`src/rtl/aes_mixcol_iter.sv`:
```
// aes_mixcol_iter: iterative AES MixColumns / InvMixColumns over an NB-column
// state, transforming CPC columns per clock, with valid/ready on both sides.
module aes_mixcol_iter #(
    parameter int NB  = 4,
    parameter int CPC = 1
) (
    input  logic       clk,
    input  logic       rst,
    input  logic       in_valid,
    output logic       in_ready,
    input  logic       in_mode,
    input  logic [7:0] State_in  [0:4*NB-1],
    output logic       out_valid,
    input  logic       out_ready,
    output logic [7:0] State_out [0:4*NB-1],
    output logic       busy
);
    // Number of column groups; the counter holds the group index, so the
    // first column of the active group is grp*CPC (never beyond NB-CPC).
    localparam int NG = NB / CPC;
    localparam int CW = (NG > 1) ? $clog2(NG) : 1;

    typedef enum logic [1:0] {IDLE, BUSY, DONE} state_t;

    state_t        state, state_next;
    logic [CW-1:0] grp, grp_next;
    logic          mode, mode_next;
    logic [7:0]    work      [0:4*NB-1];
    logic [7:0]    work_next [0:4*NB-1];

    // Multiply by x in GF(2^8) modulo x^8+x^4+x^3+x+1.
    function automatic logic [7:0] xtime(input logic [7:0] b);
        return {b[6:0], 1'b0} ^ (b[7] ? 8'h1b : 8'h00);
    endfunction

    // Multiply by a constant below 16 by summing the xtime chain b, 2b, 4b, 8b.
    function automatic logic [7:0] gmul(input logic [7:0] b, input logic [3:0] k);
        logic [7:0] x2, x4, x8;
        x2 = xtime(b);
        x4 = xtime(x2);
        x8 = xtime(x4);
        return (k[0] ? b  : 8'h00) ^ (k[1] ? x2 : 8'h00) ^
               (k[2] ? x4 : 8'h00) ^ (k[3] ? x8 : 8'h00);
    endfunction

    // Transform one column; row 0 sits in bits [31:24].
    function automatic logic [31:0] mix_col(input logic [31:0] c, input logic inv);
        logic [3:0]  coef [0:3];
        logic [7:0]  a    [0:3];
        logic [7:0]  o;
        logic [1:0]  idx;
        logic [31:0] res;
        if (inv) begin
            coef[0] = 4'he; coef[1] = 4'hb; coef[2] = 4'hd; coef[3] = 4'h9;
        end else begin
            coef[0] = 4'h2; coef[1] = 4'h3; coef[2] = 4'h1; coef[3] = 4'h1;
        end
        for (int k = 0; k < 4; k++) begin
            a[k] = c[31-8*k -: 8];
        end
        res = '0;
        for (int r = 0; r < 4; r++) begin
            o = 8'h00;
            for (int k = 0; k < 4; k++) begin
                idx = 2'(k - r);
                o   = o ^ gmul(a[k], coef[idx]);
            end
            res[31-8*r -: 8] = o;
        end
        return res;
    endfunction

    // Next-state logic, handshake outputs and the in-place group transform.
    always_comb begin
        logic [31:0] col;
        state_next = state;
        grp_next   = grp;
        mode_next  = mode;
        work_next  = work;
        in_ready   = 1'b0;
        out_valid  = 1'b0;
        busy       = (state != IDLE);
        col        = '0;
        case (state)
            IDLE: begin
                in_ready = 1'b1;
                if (in_valid) begin
                    work_next  = State_in;
                    mode_next  = in_mode;
                    grp_next   = '0;
                    state_next = BUSY;
                end
            end
            BUSY: begin
                for (int c = 0; c < CPC; c++) begin
                    col = '0;
                    for (int gi = 0; gi < NG; gi++) begin
                        if (grp == CW'(gi)) begin
                            col = {work[4*(gi*CPC+c)],   work[4*(gi*CPC+c)+1],
                                   work[4*(gi*CPC+c)+2], work[4*(gi*CPC+c)+3]};
                        end
                    end
                    col = mix_col(col, mode);
                    for (int gi = 0; gi < NG; gi++) begin
                        if (grp == CW'(gi)) begin
                            for (int r = 0; r < 4; r++) begin
                                work_next[4*(gi*CPC+c)+r] = col[31-8*r -: 8];
                            end
                        end
                    end
                end
                if (grp == CW'(NG - 1)) begin
                    state_next = DONE;
                end else begin
                    grp_next = grp + CW'(1);
                end
            end
            DONE: begin
                out_valid = 1'b1;
                if (out_ready) begin
                    state_next = IDLE;
                end
            end
            default: state_next = IDLE;
        endcase
    end

    // Result is only visible while holding it in DONE.
    always_comb begin
        for (int i = 0; i < 4*NB; i++) begin
            State_out[i] = (state == DONE) ? work[i] : 8'h00;
        end
    end

    // State, counter, latched mode and working register.
    always_ff @(posedge clk or negedge rst) begin
        if (!rst) begin
            state <= IDLE;
            grp   <= '0;
            mode  <= 1'b0;
            for (int i = 0; i < 4*NB; i++) begin
                work[i] <= 8'h00;
            end
        end else begin
            state <= state_next;
            grp   <= grp_next;
            mode  <= mode_next;
            work  <= work_next;
        end
    end
endmodule
```
`config.mk`:
```
export PLATFORM = sky130hd
export DESIGN_NAME = aes_mixcol_iter
export DESIGN_NICKNAME = d
export VERILOG_FILES = /design/src/rtl/aes_mixcol_iter.sv
export SDC_FILE = /design/constraint.sdc
export NUM_CORES = 1
export LEC_CHECK = 0
export CORE_ASPECT_RATIO = 1.5
export CORE_UTILIZATION = 35
export DETAILED_ROUTE_END_ITERATION = 8
export SLEW_MARGIN = 25
export SYNTH_ARGS = -nofsm -noshare
export SYNTH_HDL_FRONTEND = slang
export SYNTH_SLANG_ARGS = --single-unit
```
`constraint.sdc`:
```
create_clock -name clk -period 6.02 [get_ports clk]
set_input_delay 1.204 -clock clk [delete_from_list [all_inputs] [get_ports clk]]
set_output_delay 1.204 -clock clk [all_outputs]
set_load 0.01 [all_outputs]
```
* Yosys cells after proc, flatten, opt, wreduce, memory -nomap -nowiden
Index checks and enable logic that the tools add are counted. W data, S select, Z words.
Word-level totals: flip-flop bits (word level) 133, bits in latches 0, bits in writable memories 0, ROM bits 0, bits of input ports 133, output and inout bits 131, word-level logic and storage cells 229, memories 0
Cells by class: add/subtract/negate cells 1, multipliers 0, divide/modulo/power cells 0, order comparisons 0, eq/ne operators 12, shift-type cells 0, mux-type cells 114, bitwise operators 72, reductions and logical operators 11
Operators by type and width (count):
- $mux W8 | 80
- $xor A8 B8 Y8 | 60
- $mux W32 | 9
- $pmux W128 S2 | 1
- $mux W128 | 1
- $xor A8 B5 Y8 | 12
- $mux W5 | 12
- $mux W16 | 2
- $reduce_and A3 Y1 | 6
- $ne A2 B2 Y1 const B | 7
- $mux W2 | 5
- $eq A2 B2 Y1 const B | 3
- $pmux W2 S3 | 1
- $eq A2 B1 Y1 const B | 2
- $logic_not A2 Y1 | 2
- $pmux W2 S2 | 1
- $reduce_bool A2 Y1 | 2
- $add A2 B1 Y2 const B | 1
- $mux W1 | 2
- $reduce_and A2 Y1 | 1

* Logic depth before layout (Yosys ltp)
depth in word-level cells 19, mapped depth 15, depth with buffers taken out 12

* Worst setup path after synthesis
OpenSTA, ideal clock, no wires.
path type reg2reg, start point reg grp[0], end point reg work[124] (netlist bit), library setup time 127 ps, arrival time 3184 ps, path slack 2709 ps, stages on the path, launching flop included 15, buffers on the path 2, clock period less this slack 3311 ps, cells stage by stage dfrtp_1 inv_1 ha_1 buf_6 or2_1 buf_6 a221o_1 o221ai_2 xnor3_1 xor3_1 xor2_1 xnor2_1 nand2_1 xnor2_2 o21ai_1
Between the ends: cells in the longest elaborated chain, start to end 17, elaborated cells on any way between the ends 68, those cells by class eq/ne (4); mux (35); bitwise (27); reduce/logical (2)
RTL lines:
- from (decl) | line 26 | logic [CW-1:0] grp, grp_next;
- from (signal assigned) | line 146 | grp <= grp_next;
- $logic_not A2 Y1 | line 98, 105
- $mux W32 (4 in a row) | line 98 | if (grp == CW'(gi)) begin
- $mux W32 | line 84 | case (state)
- $mux W5 / $xor A8 B5 Y8 (equally long branches) | line 33 | return {b[6:0], 1'b0} ^ (b[7] ? 8'h1b : 8'h00);
- $xor A8 B5 Y8 / $mux W5 (equally long branches) | line 33
- $mux W8 (tied with other cells) | line 42 | return (k[0] ? b : 8'h00) ^ (k[1] ? x2 : 8'h00) ^
- $xor A8 B8 Y8 (tied with other cells) | line 42
- $xor A8 B8 Y8 / $mux W8 (equally long branches) | line 42, 43
- $xor A8 B8 Y8 | line 43 | (k[2] ? x4 : 8'h00) ^ (k[3] ? x8 : 8'h00);
- $xor A8 B8 Y8 (3 in a row) | line 66 | o = o ^ gmul(a[k], coef[idx]);
- $mux W32 | line 105 | if (grp == CW'(gi)) begin
- $pmux W128 S2 | line 84
- to (signal assigned) | line 148 | work <= work_next;
- to (decl) | line 28 | logic [7:0] work [0:4*NB-1];
Several ways; a longest one is shown, not always the timed one. The select of a mux whose other input is x is not followed. A chain may end at the register's enable or synchronous reset.

==> out/results.tsv <==
stage	metric	value	unit
status	outcome	complete, no violations	
sta	Setup TNS Final	0	ps
global_route	initial antenna violation count	0	
floorplanning	FP Rows	76	
worst_setup_path	crit-path max FO	73	
yosys	Ys Warns	0	
worst_setup_path	Critical Path Start Type	flop	
sta	slew of the pin with the lowest slew margin	972	ps
cells_and_area	layout cells sized above 1	6.40	%
sta	fin crit period	4750	ps
cts	clock sink total	133	
yosys	flops & latches, synth	133	
worst_setup_path	Worst EP required	4820	ps
worst_setup_path	crit path max-delay cell type	dfrtp_1	
sta	final hold violation count	0	
cts	Num CTS Buffers	17	
cells_and_area	n_diodes	0	
floorplanning	I/O Pins	264	
routing	Post-Route WL	44300	µm
cells_and_area	Synth-to-Final Area Change	34.2	%
cts	# H-tree levels	4	
cells_and_area	# nets final	1592	
sta	clock skew	12.1	ps
yosys	number of synthesized flops with an enable pin	0	
global_route	total global routing overflow	0	
floorplanning	core box area	28900	µm²
cts	clk root buf	clkbuf_16	
cells_and_area	FILL cells	2885	
place	Final HPWL DP	33700	µm
cts	clk_lat worst skew	440	ps
cts	Post-CTS Hold Buffers	0	
place	PortBufs	263	
sta	Final period util	78.8	%
floorplanning	die width	143	µm
cts	CTS clk-pin slew, worst paths	60	ps
routing	DR pass1 iterations	5	
cts	CTS resizes	0	
cells_and_area	commonest non-fill, non-tap cell in the layout	clkdlybuf4s50_1	
worst_setup_path	worst path cell trace	nand2b_1 > inv_2 > buf_12 > and2_1 > clkdlybuf4s50_1	
worst_setup_path	Data arrival, critical path	3540	ps
yosys	Mapped Cells	1238	
yosys	synth unique cells	69	
routing	ANT nets after route	0	
global_route	largest net degree at the start of global routing	96	
yosys	Mean Syn Cell Area	8.39	µm²
sta	Final Max Slew Viols	0	
yosys	Top FF cell, synth	dfrtp_1	
routing	initial drt markers	815	
worst_setup_path	worst stage delay on the critical path	770	ps
cts	CTS tree	built	
place	Place WS	1660	ps
global_route	GRT Overall Usage	29.6	%
cells_and_area	most frequent cells in the layout	262 x clkdlybuf4s50_1, 139 x nand2_1, 133 x dfrtp_1	
yosys	Seq/Total Area, Yosys	32.1	%
global_route	vias in the first global route	10364	
cts	clk buf depth	2	
routing	Vias	10156	
place	Final Wtd Congestion	1.01	
floorplanning	Die H	213	µm
sta	number of setup violations in the final report	0	
place	placed cells	1826	
sta	RSZ-0062 raised after global routing	false	
worst_setup_path	crit end category	primary output	
yosys	ys async rst share	100	%
sta	Slew headroom	35.2	%
cells_and_area	fin cells	1858	
cts	post-CTS setup buffers	0	
sta	Max Clk Rate	211	MHz
routing	vias per cell	5.47	
global_route	first-pass GRT wire length	64700	µm
routing	DRC	0	
run	max-cap violations	0	
floorplanning	Initial Util	35.9	%
worst_setup_path	kind of critical path	flop to primary output	
sta	final worst slack	1270	ps
routing	Wirelength per Cell	23.9	µm
min_path	Worst Hold Class	flop to flop	
yosys	synthesized area	10400	µm²
yosys	Mapped Nets	1375	
floorplanning	Die ar.	30400	µm²
==> worst paths after layout <==
path	startpoint	endpoint	slack (ps)	cells after the start
setup / recovery	state[1]$_DFFE_PN0P_	State_out[79]	1270	5
hold / removal	work[2]$_DFFE_PN0P_	work[2]$_DFFE_PN0P_	520	2
setup reg to reg	grp[0]$_DFFE_PN0P_	work[2]$_DFFE_PN0P_	1610	12
hold reg to reg	work[2]$_DFFE_PN0P_	work[2]$_DFFE_PN0P_	520	2
max in group asynchronous	rst	mode$_DFFE_PN0P_	4140	2
min in group asynchronous	rst	work[1]$_DFFE_PN0P_	820	1
==> layout make-up <==
| class | count | area [µm²] | share of cell area, % |
|---|---|---|---|
| clock inverters | 8 | 100 | 0.719 |
| flip-flops and latches | 133 | 3330 | 23.9 |
| well taps | 390 | 488 | 3.50 |
| inverters | 9 | 33.8 | 0.242 |
| multi-input cells | 1008 | 6680 | 47.9 |
| repair buffers | 286 | 2830 | 20.3 |
| clock buffers | 24 | 472 | 3.39 |
==> cell families (layout without fill, tap and decap cells) <==
kind of cell             count (synthesis)  in the layout  share of synthesized area, %
buffers and inverters                   97            327                          4.17
adder cells (fa/ha/maj)                  4              4                         0.482
multiplexers                             9              9                         0.940
AO/OA/AOI/OAI                          348            348                          19.6
AND/OR/NAND/NOR                        453            453                          22.3
flip-flops                             133            133                          32.1
XOR/XNOR                               194            194                          20.5
==> flip-flops by register name, indices dropped and copies added (netlist names) <==
register,count
grp,2
state,2
mode,1
work,128
==> per-stage QoR <==
step / cell area [µm²] / hold slack, ps / utilization, %
after floorplan: 10400 / 455 / -
after global placement: 13400 / 495 / 46.2
after detailed placement: 13400 / 504 / 46.2
after CTS: 13900 / 521 / 48.2
after global routing: 13900 / 554 / 48.2
final: 13900 / 521 / 48.2
==> Yosys cell counts (3+ instances only) <==
library cell  number  area [µm²]
a211oi_1           4        30.0
nand3_1            8        40.0
xnor3_1           22         495
xor2_1            30         263
xor3_1             3        71.3
xnor2_1          130        1140
nand2b_1           7        43.8
mux2i_1            5        50.1
o21ai_1           35         175
xnor2_2            7         114
a31oi_1           22         138
nor2b_1           16         100
o21ai_0           76         380
mux2_2             3        33.8
buf_6              4        45.0
ha_1               4        50.1
a21oi_2            7        61.3
and3b_1            4        35.0
nand2_1          139         522
nor2_1            93         349
dfrtp_1          133        3330
nand3b_1          19         143
o31ai_1            4        30.0
o31a_1             3        26.3
and2_1           132         826
clkbuf_1          63         236
a221oi_1           3        26.3
buf_4              5        37.5
buf_2             16        80.1
or2_1              3        18.8
a211o_1            3        26.3
a22oi_1            3        22.5
a21o_1             5        37.5
o211ai_1           6        45.0
a21oi_1          133         666
and3_1            17         106
inv_1              8        30.0
o22ai_1           23         144
==> layer usage <==
metal	track usage [%]	vias up	routed length, µm
li1	-	4642	-
met4	14.2	0	1740
met1	35.7	4991	17300
met3	3.95	84	2450
met5	0	-	0
met2	51.5	439	22800
==> critical path: cells and delay by family, from the launching register on <==
kind / cells / cell delay (ps)
buf+inv: 3 / 1640
flops: 1 / 770
simple gates: 2 / 640
Power is not shown: default switching activity piles up to over one toggle a cycle in this logic, so the estimate is an artifact.
